<file path="src/rtl/csr_trap_ctrl_pkg.sv">
// trap_pkg: shared types and constants for csr_trap_ctrl.
//   trap_state_t  - trap sequencer state encoding
//   MCAUSE_*      - full mcause values written on interrupt entry
//   CAUSE_*       - interrupt cause codes (vector-table index)
//   MODE_VECTORED - mtvec[1:0] encoding selecting vectored dispatch
package trap_pkg;

    typedef enum logic [1:0] {
        IDLE     = 2'd0,
        WAIT_BND = 2'd1,
        TRAP     = 2'd2,
        MRET_RET = 2'd3
    } trap_state_t;

    localparam logic [31:0] MCAUSE_MEI = 32'h8000_000B;
    localparam logic [31:0] MCAUSE_MTI = 32'h8000_0007;

    localparam int unsigned CAUSE_MEI = 11;
    localparam int unsigned CAUSE_MTI = 7;

    localparam logic [1:0] MODE_VECTORED = 2'b01;

endpackage

</file>
<file path="src/rtl/csr_trap_ctrl_if.sv">
// csr_trap_ctrl_if: groups the interrupt, CSR and pipeline signals seen by
// csr_trap_ctrl.
//   slave  modport - used by csr_trap_ctrl (consumes irq/CSR/pipeline state,
//                    drives flush, redirect and CSR trap-write controls)
//   master modport - used by the surrounding pipeline / CSR file
interface csr_trap_ctrl_if #(
    parameter int unsigned XLEN = 32
);

    logic            irq_timer;
    logic            irq_ext;
    logic            mstatus_mie;
    logic            mie_mtie;
    logic            mie_meie;
    logic [XLEN-1:0] mtvec;
    logic [XLEN-1:0] mepc;
    logic [XLEN-1:0] pc_E;
    logic            instr_valid_E;
    logic            is_mret_E;
    logic            stall_in;

    logic            flush_D;
    logic            flush_E;
    logic            pc_redirect;
    logic [XLEN-1:0] redirect_pc;
    logic            csr_trap_wr;
    logic [XLEN-1:0] mepc_wr_data;
    logic [XLEN-1:0] mcause_wr_data;
    logic            mstatus_mie_clr;
    logic            mstatus_mie_set;
    logic            busy;

    modport slave (
        input  irq_timer, irq_ext, mstatus_mie, mie_mtie, mie_meie,
        input  mtvec, mepc, pc_E, instr_valid_E, is_mret_E, stall_in,
        output flush_D, flush_E, pc_redirect, redirect_pc, csr_trap_wr,
        output mepc_wr_data, mcause_wr_data, mstatus_mie_clr,
        output mstatus_mie_set, busy
    );

    modport master (
        output irq_timer, irq_ext, mstatus_mie, mie_mtie, mie_meie,
        output mtvec, mepc, pc_E, instr_valid_E, is_mret_E, stall_in,
        input  flush_D, flush_E, pc_redirect, redirect_pc, csr_trap_wr,
        input  mepc_wr_data, mcause_wr_data, mstatus_mie_clr,
        input  mstatus_mie_set, busy
    );

endinterface

</file>
<file path="src/rtl/csr_trap_ctrl.sv">
// csr_trap_ctrl: machine-mode interrupt entry and MRET return sequencer for
// the three-stage pipeline.
//   clk   - clock
//   reset - asynchronous, active-high reset
//   bus   - csr_trap_ctrl_if.slave: interrupt lines and enables, mtvec/mepc,
//           Execute-stage PC/valid/MRET/stall in; flushes, PC redirect,
//           mepc/mcause trap write and mstatus.MIE clear/set out, busy.
// All outputs are Moore: decoded from the state and captured PC/cause.
// Build option: define VECTORED_TRAP_EN to honour vectored mtvec mode
// (mtvec[1:0]==01 -> base + 4*cause_code); otherwise direct mode only.
module csr_trap_ctrl
    import trap_pkg::*;
#(
    parameter int unsigned XLEN        = 32,
    parameter int unsigned MTVEC_ALIGN = 2
) (
    input logic             clk,
    input logic             reset,
    csr_trap_ctrl_if.slave  bus
);

    trap_state_t     state_q, state_d;
    logic [XLEN-1:0] pc_q;
    logic [XLEN-1:0] cause_q;

    logic            ext_req;
    logic            pending;
    logic [XLEN-1:0] cause_now;
    logic            capture;
    logic [XLEN-1:0] trap_base;
    logic [XLEN-1:0] trap_target;

    assign ext_req   = bus.irq_ext & bus.mie_meie;
    assign pending   = bus.mstatus_mie & (ext_req | (bus.irq_timer & bus.mie_mtie));
    // External has priority over timer.
    assign cause_now = ext_req ? XLEN'(MCAUSE_MEI) : XLEN'(MCAUSE_MTI);
    assign trap_base = {bus.mtvec[XLEN-1:MTVEC_ALIGN], {MTVEC_ALIGN{1'b0}}};

`ifdef VECTORED_TRAP_EN
    logic [XLEN-1:0] vec_off;
    assign vec_off     = (cause_q == XLEN'(MCAUSE_MEI)) ? XLEN'(CAUSE_MEI * 4)
                                                        : XLEN'(CAUSE_MTI * 4);
    assign trap_target = (bus.mtvec[1:0] == MODE_VECTORED) ? trap_base + vec_off
                                                           : trap_base;
`else
    logic unused_mtvec_mode;
    assign unused_mtvec_mode = ^bus.mtvec[MTVEC_ALIGN-1:0];
    assign trap_target       = trap_base;
`endif

    always_comb begin
        state_d = state_q;
        capture = 1'b0;
        case (state_q)
            IDLE: begin
                // MRET takes precedence over an interrupt pending in the same cycle.
                if (bus.is_mret_E && bus.instr_valid_E && !bus.stall_in)
                    state_d = MRET_RET;
                else if (pending)
                    state_d = WAIT_BND;
            end
            WAIT_BND: begin
                if (!pending) begin
                    state_d = IDLE;
                end else if (bus.instr_valid_E && !bus.stall_in) begin
                    state_d = TRAP;
                    capture = 1'b1;
                end
            end
            TRAP:     state_d = IDLE;
            MRET_RET: state_d = IDLE;
            default:  state_d = IDLE;
        endcase
    end

    always_ff @(posedge clk or posedge reset) begin
        if (reset) begin
            state_q <= IDLE;
            pc_q    <= '0;
            cause_q <= '0;
        end else begin
            state_q <= state_d;
            if (capture) begin
                pc_q    <= bus.pc_E;
                cause_q <= cause_now;
            end
        end
    end

    always_comb begin
        bus.flush_D         = 1'b0;
        bus.flush_E         = 1'b0;
        bus.pc_redirect     = 1'b0;
        bus.redirect_pc     = '0;
        bus.csr_trap_wr     = 1'b0;
        bus.mepc_wr_data    = '0;
        bus.mcause_wr_data  = '0;
        bus.mstatus_mie_clr = 1'b0;
        bus.mstatus_mie_set = 1'b0;
        bus.busy            = (state_q != IDLE);
        case (state_q)
            TRAP: begin
                bus.flush_D         = 1'b1;
                bus.flush_E         = 1'b1;
                bus.pc_redirect     = 1'b1;
                bus.redirect_pc     = trap_target;
                bus.csr_trap_wr     = 1'b1;
                bus.mepc_wr_data    = pc_q;
                bus.mcause_wr_data  = cause_q;
                bus.mstatus_mie_clr = 1'b1;
            end
            MRET_RET: begin
                bus.flush_D         = 1'b1;
                bus.flush_E         = 1'b1;
                bus.pc_redirect     = 1'b1;
                bus.redirect_pc     = bus.mepc;
                bus.mstatus_mie_set = 1'b1;
            end
            default: ;
        endcase
    end

endmodule

</file>
<file path="src/flat_wrapper.sv">
// flat-port wrapper written by rule: the top's interface ports become plain ports
module csr_trap_ctrl_flat import trap_pkg::*;
#(
    parameter int unsigned XLEN        = 32,
    parameter int unsigned MTVEC_ALIGN = 2
)
  (clk, reset, bus_irq_timer, bus_irq_ext, bus_mstatus_mie, bus_mie_mtie, bus_mie_meie, bus_mtvec, bus_mepc, bus_pc_E, bus_instr_valid_E, bus_is_mret_E, bus_stall_in, bus_flush_D, bus_flush_E, bus_pc_redirect, bus_redirect_pc, bus_csr_trap_wr, bus_mepc_wr_data, bus_mcause_wr_data, bus_mstatus_mie_clr, bus_mstatus_mie_set, bus_busy);
  csr_trap_ctrl_if #(.XLEN(XLEN)) bus_i ();
  input logic clk;
  input logic reset;
  input wire logic [$bits(bus_i.irq_timer)-1:0] bus_irq_timer;
  input wire logic [$bits(bus_i.irq_ext)-1:0] bus_irq_ext;
  input wire logic [$bits(bus_i.mstatus_mie)-1:0] bus_mstatus_mie;
  input wire logic [$bits(bus_i.mie_mtie)-1:0] bus_mie_mtie;
  input wire logic [$bits(bus_i.mie_meie)-1:0] bus_mie_meie;
  input wire logic [$bits(bus_i.mtvec)-1:0] bus_mtvec;
  input wire logic [$bits(bus_i.mepc)-1:0] bus_mepc;
  input wire logic [$bits(bus_i.pc_E)-1:0] bus_pc_E;
  input wire logic [$bits(bus_i.instr_valid_E)-1:0] bus_instr_valid_E;
  input wire logic [$bits(bus_i.is_mret_E)-1:0] bus_is_mret_E;
  input wire logic [$bits(bus_i.stall_in)-1:0] bus_stall_in;
  output wire logic [$bits(bus_i.flush_D)-1:0] bus_flush_D;
  output wire logic [$bits(bus_i.flush_E)-1:0] bus_flush_E;
  output wire logic [$bits(bus_i.pc_redirect)-1:0] bus_pc_redirect;
  output wire logic [$bits(bus_i.redirect_pc)-1:0] bus_redirect_pc;
  output wire logic [$bits(bus_i.csr_trap_wr)-1:0] bus_csr_trap_wr;
  output wire logic [$bits(bus_i.mepc_wr_data)-1:0] bus_mepc_wr_data;
  output wire logic [$bits(bus_i.mcause_wr_data)-1:0] bus_mcause_wr_data;
  output wire logic [$bits(bus_i.mstatus_mie_clr)-1:0] bus_mstatus_mie_clr;
  output wire logic [$bits(bus_i.mstatus_mie_set)-1:0] bus_mstatus_mie_set;
  output wire logic [$bits(bus_i.busy)-1:0] bus_busy;
  assign bus_i.irq_timer = bus_irq_timer;
  assign bus_i.irq_ext = bus_irq_ext;
  assign bus_i.mstatus_mie = bus_mstatus_mie;
  assign bus_i.mie_mtie = bus_mie_mtie;
  assign bus_i.mie_meie = bus_mie_meie;
  assign bus_i.mtvec = bus_mtvec;
  assign bus_i.mepc = bus_mepc;
  assign bus_i.pc_E = bus_pc_E;
  assign bus_i.instr_valid_E = bus_instr_valid_E;
  assign bus_i.is_mret_E = bus_is_mret_E;
  assign bus_i.stall_in = bus_stall_in;
  assign bus_flush_D = bus_i.flush_D;
  assign bus_flush_E = bus_i.flush_E;
  assign bus_pc_redirect = bus_i.pc_redirect;
  assign bus_redirect_pc = bus_i.redirect_pc;
  assign bus_csr_trap_wr = bus_i.csr_trap_wr;
  assign bus_mepc_wr_data = bus_i.mepc_wr_data;
  assign bus_mcause_wr_data = bus_i.mcause_wr_data;
  assign bus_mstatus_mie_clr = bus_i.mstatus_mie_clr;
  assign bus_mstatus_mie_set = bus_i.mstatus_mie_set;
  assign bus_busy = bus_i.busy;
  csr_trap_ctrl #(.XLEN(XLEN), .MTVEC_ALIGN(MTVEC_ALIGN)) u_core (.clk(clk), .reset(reset), .bus(bus_i));
endmodule
</file>
<file path="config.mk">
export PLATFORM = sky130hd
export DESIGN_NAME = csr_trap_ctrl_flat
export DESIGN_NICKNAME = d
export VERILOG_FILES = /design/src/rtl/csr_trap_ctrl_pkg.sv /design/src/rtl/csr_trap_ctrl_if.sv /design/src/rtl/csr_trap_ctrl.sv /design/src/flat_wrapper.sv
export SDC_FILE = /design/constraint.sdc
export NUM_CORES = 1
export LEC_CHECK = 0
export ABC_CLOCK_PERIOD_IN_PS = 1600
export CAP_MARGIN = 30
export CORE_ASPECT_RATIO = 1.4
export CORE_MARGIN = 2
export CORE_UTILIZATION = 33
export DETAILED_ROUTE_END_ITERATION = 16
export PLACE_DENSITY = 0.84
export SLEW_MARGIN = 15
export SYNTH_ARGS = -nofsm -noshare
export SYNTH_HDL_FRONTEND = slang
export SYNTH_SLANG_ARGS = --single-unit
</file>
<file path="constraint.sdc">
create_clock -name clk -period 1.6 [get_ports clk]
set_input_delay 0.24 -clock clk [delete_from_list [all_inputs] [get_ports clk]]
set_output_delay 0.24 -clock clk [all_outputs]
set_load 0.02 [all_outputs]
</file>
==> impl_results.rst <==
.. list-table::
   :header-rows: 1

   * - Metric
     - Value
   * - Result of the run
     - finished with violations
   * - Violations in the final reports
     - negative setup slack
   * - Part of the total power dissipated in sequential elements
     - 40.4%
   * - Combinational share of power
     - 40.2%
   * - Clock Power Share
     - 19.4%
   * - GRT overflow
     - 0
   * - Cell accounting for the most synthesized area
     - sky130_fd_sc_hd__dfrtp_1
   * - Final total negative setup slack
     - -10.53 ns
   * - Cell total after placement
     - 499
   * - Top fanout value on the critical path
     - 8
   * - Via density
     - 4.47
   * - Non-Filler Instances
     - 533
   * - Top cells by area, synth
     - sky130_fd_sc_hd__dfrtp_1, sky130_fd_sc_hd__mux2_4, sky130_fd_sc_hd__mux2i_1, sky130_fd_sc_hd__buf_4, sky130_fd_sc_hd__and2_1
   * - Iter 0 DRT Violations
     - 43
   * - CTS tree
     - built
   * - Arrival time of the worst setup path
     - 1.54 ns
   * - Mean instance size in the synthesized netlist
     - 11.1 sq um
   * - Critical path class
     - reg2out
   * - Setup violation total in the final timing report
     - 100
   * - Die Footprint
     - 8550 sq um
   * - Detailed-router iteration count before antenna repair
     - 4
   * - Vias after detailed routing
     - 2381
   * - Effective utilization at floorplan
     - 33.7%
   * - Clock Sinks
     - 37
   * - Final net count
     - 538
   * - Routability-driven placement congestion ratio
     - 0.721
   * - Cell leakage power
     - 2.43 nW
   * - CP Launch Type
     - register
   * - Fraction of synthesized cell area taken by the top area cell type
     - 35.9%
   * - Antenna violation net count after detailed routing
     - 0
   * - Combined area of all synthesized cells
     - 2580 sq um
   * - Core box area
     - 7650 sq um
   * - Die Width
     - 78.7 um
   * - Total wirelength of the detailed-routed design
     - 8590 um
   * - Source-to-sink clock delay at the later pin of the worst-skew pair
     - 0.28 ns
   * - Number of buffers on the longest clock path
     - 2
   * - Sequential-to-total area share from yosys stat
     - 35.9%
   * - Worst vdd rail ir drop
     - 0.000321 V
   * - Class of the worst hold path
     - in2async
   * - First-pass GRT wire length
     - 12100 um
   * - Site Rows
     - 38
   * - Y dimension of the die
     - 109 um
   * - Max-slew violation count
     - 0
   * - Global router's overall resource usage
     - 18.8%
   * - Synthesized instance count
     - 232
   * - Multi-input combinational cell area
     - 1540 sq um
   * - N_diodes
     - 0
   * - Fin. Hold Viols
     - 0
   * - Count of warnings emitted by yosys
     - 0
   * - Final worst path period share
     - 111%
   * - Initial antenna violation count
     - 0
   * - Maximum clock skew at final layout
     - 0.00296 ns
   * - Critical Path Sink Type
     - primary output
   * - Timing-limited maximum frequency
     - 563 MHz
   * - Final setup margin
     - -0.175 ns
   * - Switch share
     - 28.3%
   * - Drt drc
     - 0
   * - RSZ-0062 raised after global routing
     - true
   * - H-tree depth
     - 2
   * - Final critical delay including setup and external delays
     - 1.78 ns
   * - Power per standard cell area
     - 644 nW/um^2
   * - Number of storage elements in the synthesis netlist
     - 37
   * - Total CTS buffers
     - 5
   * - DP HPWL
     - 6100 um
   * - Vias in the first global route
     - 2358
   * - Worst-path clk slew
     - 0.07 ns
   * - Sequential cell area in the final layout
     - 928 sq um
   * - Largest net degree at the start of global routing
     - 41
   * - Fraction of layout instances using a drive strength above 1
     - 43.2%
   * - FILL cells
     - 600
   * - Max_cap viols
     - 0
   * - P&R area growth vs syn
     - 91.8%
   * - Number of buffer cells added on primary ports
     - 179
   * - Buffer type at the clock tree root
     - sky130_fd_sc_hd__clkbuf_8
   * - Internal power consumption
     - 2.29 mW
   * - Io pins
     - 209
   * - Switching power summed over all nets
     - 0.902 mW
   * - Required time reported for the critical path endpoint
     - 1.36 ns
   * - Mean routed wirelength per cell
     - 16.1 um
   * - Distinct cell type count after synthesis
     - 24
[kinds of logic (layout without fill, tap and decap cells)]
family                 count (synthesis)  after routing  synth area share (%)
other                                  1             27                 0.145
AO/OA/AOI/OAI                          4              4                  1.16
buffers and inverters                 49            224                  12.9
AND/OR/NAND/NOR                       77             77                  19.4
flip-flops                            37             37                  35.9
multiplexers                          64             64                  30.5
[synth_stat cells]
| library cell | n |
|---|---|
| sky130_fd_sc_hd__a211oi_1 | 1 |
| sky130_fd_sc_hd__a22o_1 | 1 |
| sky130_fd_sc_hd__a22oi_1 | 1 |
| sky130_fd_sc_hd__a31oi_1 | 1 |
| sky130_fd_sc_hd__and2_1 | 36 |
| sky130_fd_sc_hd__and2b_1 | 1 |
| sky130_fd_sc_hd__and3_1 | 2 |
| sky130_fd_sc_hd__and4bb_2 | 1 |
| sky130_fd_sc_hd__buf_2 | 5 |
| sky130_fd_sc_hd__buf_4 | 32 |
| sky130_fd_sc_hd__buf_6 | 3 |
| sky130_fd_sc_hd__clkbuf_1 | 7 |
| sky130_fd_sc_hd__conb_1 | 1 |
| sky130_fd_sc_hd__dfrtp_1 | 37 |
| sky130_fd_sc_hd__inv_1 | 2 |
| sky130_fd_sc_hd__mux2_2 | 5 |
| sky130_fd_sc_hd__mux2_4 | 28 |
| sky130_fd_sc_hd__mux2i_1 | 31 |
| sky130_fd_sc_hd__nand2_1 | 1 |
| sky130_fd_sc_hd__nand2b_1 | 1 |
| sky130_fd_sc_hd__nand3_4 | 1 |
| sky130_fd_sc_hd__nor2b_1 | 32 |
| sky130_fd_sc_hd__nor3b_1 | 1 |
| sky130_fd_sc_hd__or2_2 | 1 |
[flip-flops by register name, indices dropped and copies added, names as in the netlist]
name	count
u_core.cause_q	3
u_core.pc_q	32
u_core.state_q	2
[final cells by class]
class	count	share of cell area, %
Timing Repair Buffer	214	45.7
Multi-Input combinational cell	172	31.1
Sequential cell	37	18.8
Tap cell	100	2.53
Clock buffer	5	1.39
Clock inverter	3	0.354
Inverter	2	0.152
[cell usage in the layout (no fill, tap or decap), types with 10 or more instances in the layout]
cell type                           n
sky130_fd_sc_hd__and2_1            10
sky130_fd_sc_hd__and2_4            26
sky130_fd_sc_hd__buf_4             37
sky130_fd_sc_hd__buf_6             55
sky130_fd_sc_hd__clkdlybuf4s50_1  103
sky130_fd_sc_hd__conb_1            27
sky130_fd_sc_hd__dfrtp_1           35
sky130_fd_sc_hd__mux2_4            33
sky130_fd_sc_hd__mux2i_1           27
sky130_fd_sc_hd__nor2b_1           30
[final timing paths]
kind / startpoint / endpoint / slack (ns) / cells after the start
worst max-delay path: u_core.state_q[0] / bus_mepc_wr_data[15] / -0.18 / 5
worst min-delay path: reset / u_core.pc_q[10] / 0.36 / 3
worst max register to register: u_core.state_q[0] / u_core.pc_q[22] / -0.17 / 6
worst min register to register: u_core.cause_q[1] / u_core.cause_q[1] / 0.50 / 1
max in group asynchronous: reset / u_core.state_q[0] / 0.88 / 3
min in group clk: u_core.cause_q[1] / u_core.cause_q[1] / 0.50 / 1
[critical path, stage by stage, from the launching register on]
cell and delay (ns):
sky130_fd_sc_hd__dfrtp_2 0.44, sky130_fd_sc_hd__and2b_4 0.33, sky130_fd_sc_hd__buf_6 0.15, sky130_fd_sc_hd__buf_6 0.09, sky130_fd_sc_hd__and2_4 0.13, sky130_fd_sc_hd__buf_6 0.11
[power by group through the flow]
stage,logic (mW),clock network (mW),registers (mW)
after global routing,1.36,0.688,1.31
after CTS,1.19,0.653,1.28
after detailed placement,1.08,0,1.28
after floorplan,0.677,0,1.24
final,1.28,0.619,1.29
after global placement,1.05,0,1.27
[metrics by stage]
step | total power [mW] | cell area (sq um) | hold slack (ns) | worst slack (ns) | utilization [%]
floorplan | 1.91 | 2680 | 0.389 | 0.00177 | -
global placement | 2.32 | 4370 | 0.441 | -0.231 | 57.0
detailed placement | 2.36 | 4370 | 0.450 | -0.307 | 57.0
CTS | 3.12 | 4670 | 0.374 | -0.193 | 61.0
global route | 3.36 | 4950 | 0.404 | -0.237 | 64.6
finish | 3.19 | 4950 | 0.362 | -0.175 | 64.6
[layer usage]
layer / global-route usage (%) / share of wire, %
met5: 0 / 0
met1: 22.1 / 39
met2: 34.9 / 53
met3: 3.26 / 7.0
met4: 4.89 / 1.0
[what timing repair did]
item                                   4_1_cts  5_1_grt
setup endpoints to repair                  109      107
endpoints found under the hold margin        0        0
hold buffers                                 0        0
resized for setup                          374       46
cloned                                       4        3
pin swaps                                   13       10
buffers inserted                            11        8
No activity file was read; power rests on OpenSTA's default activity.
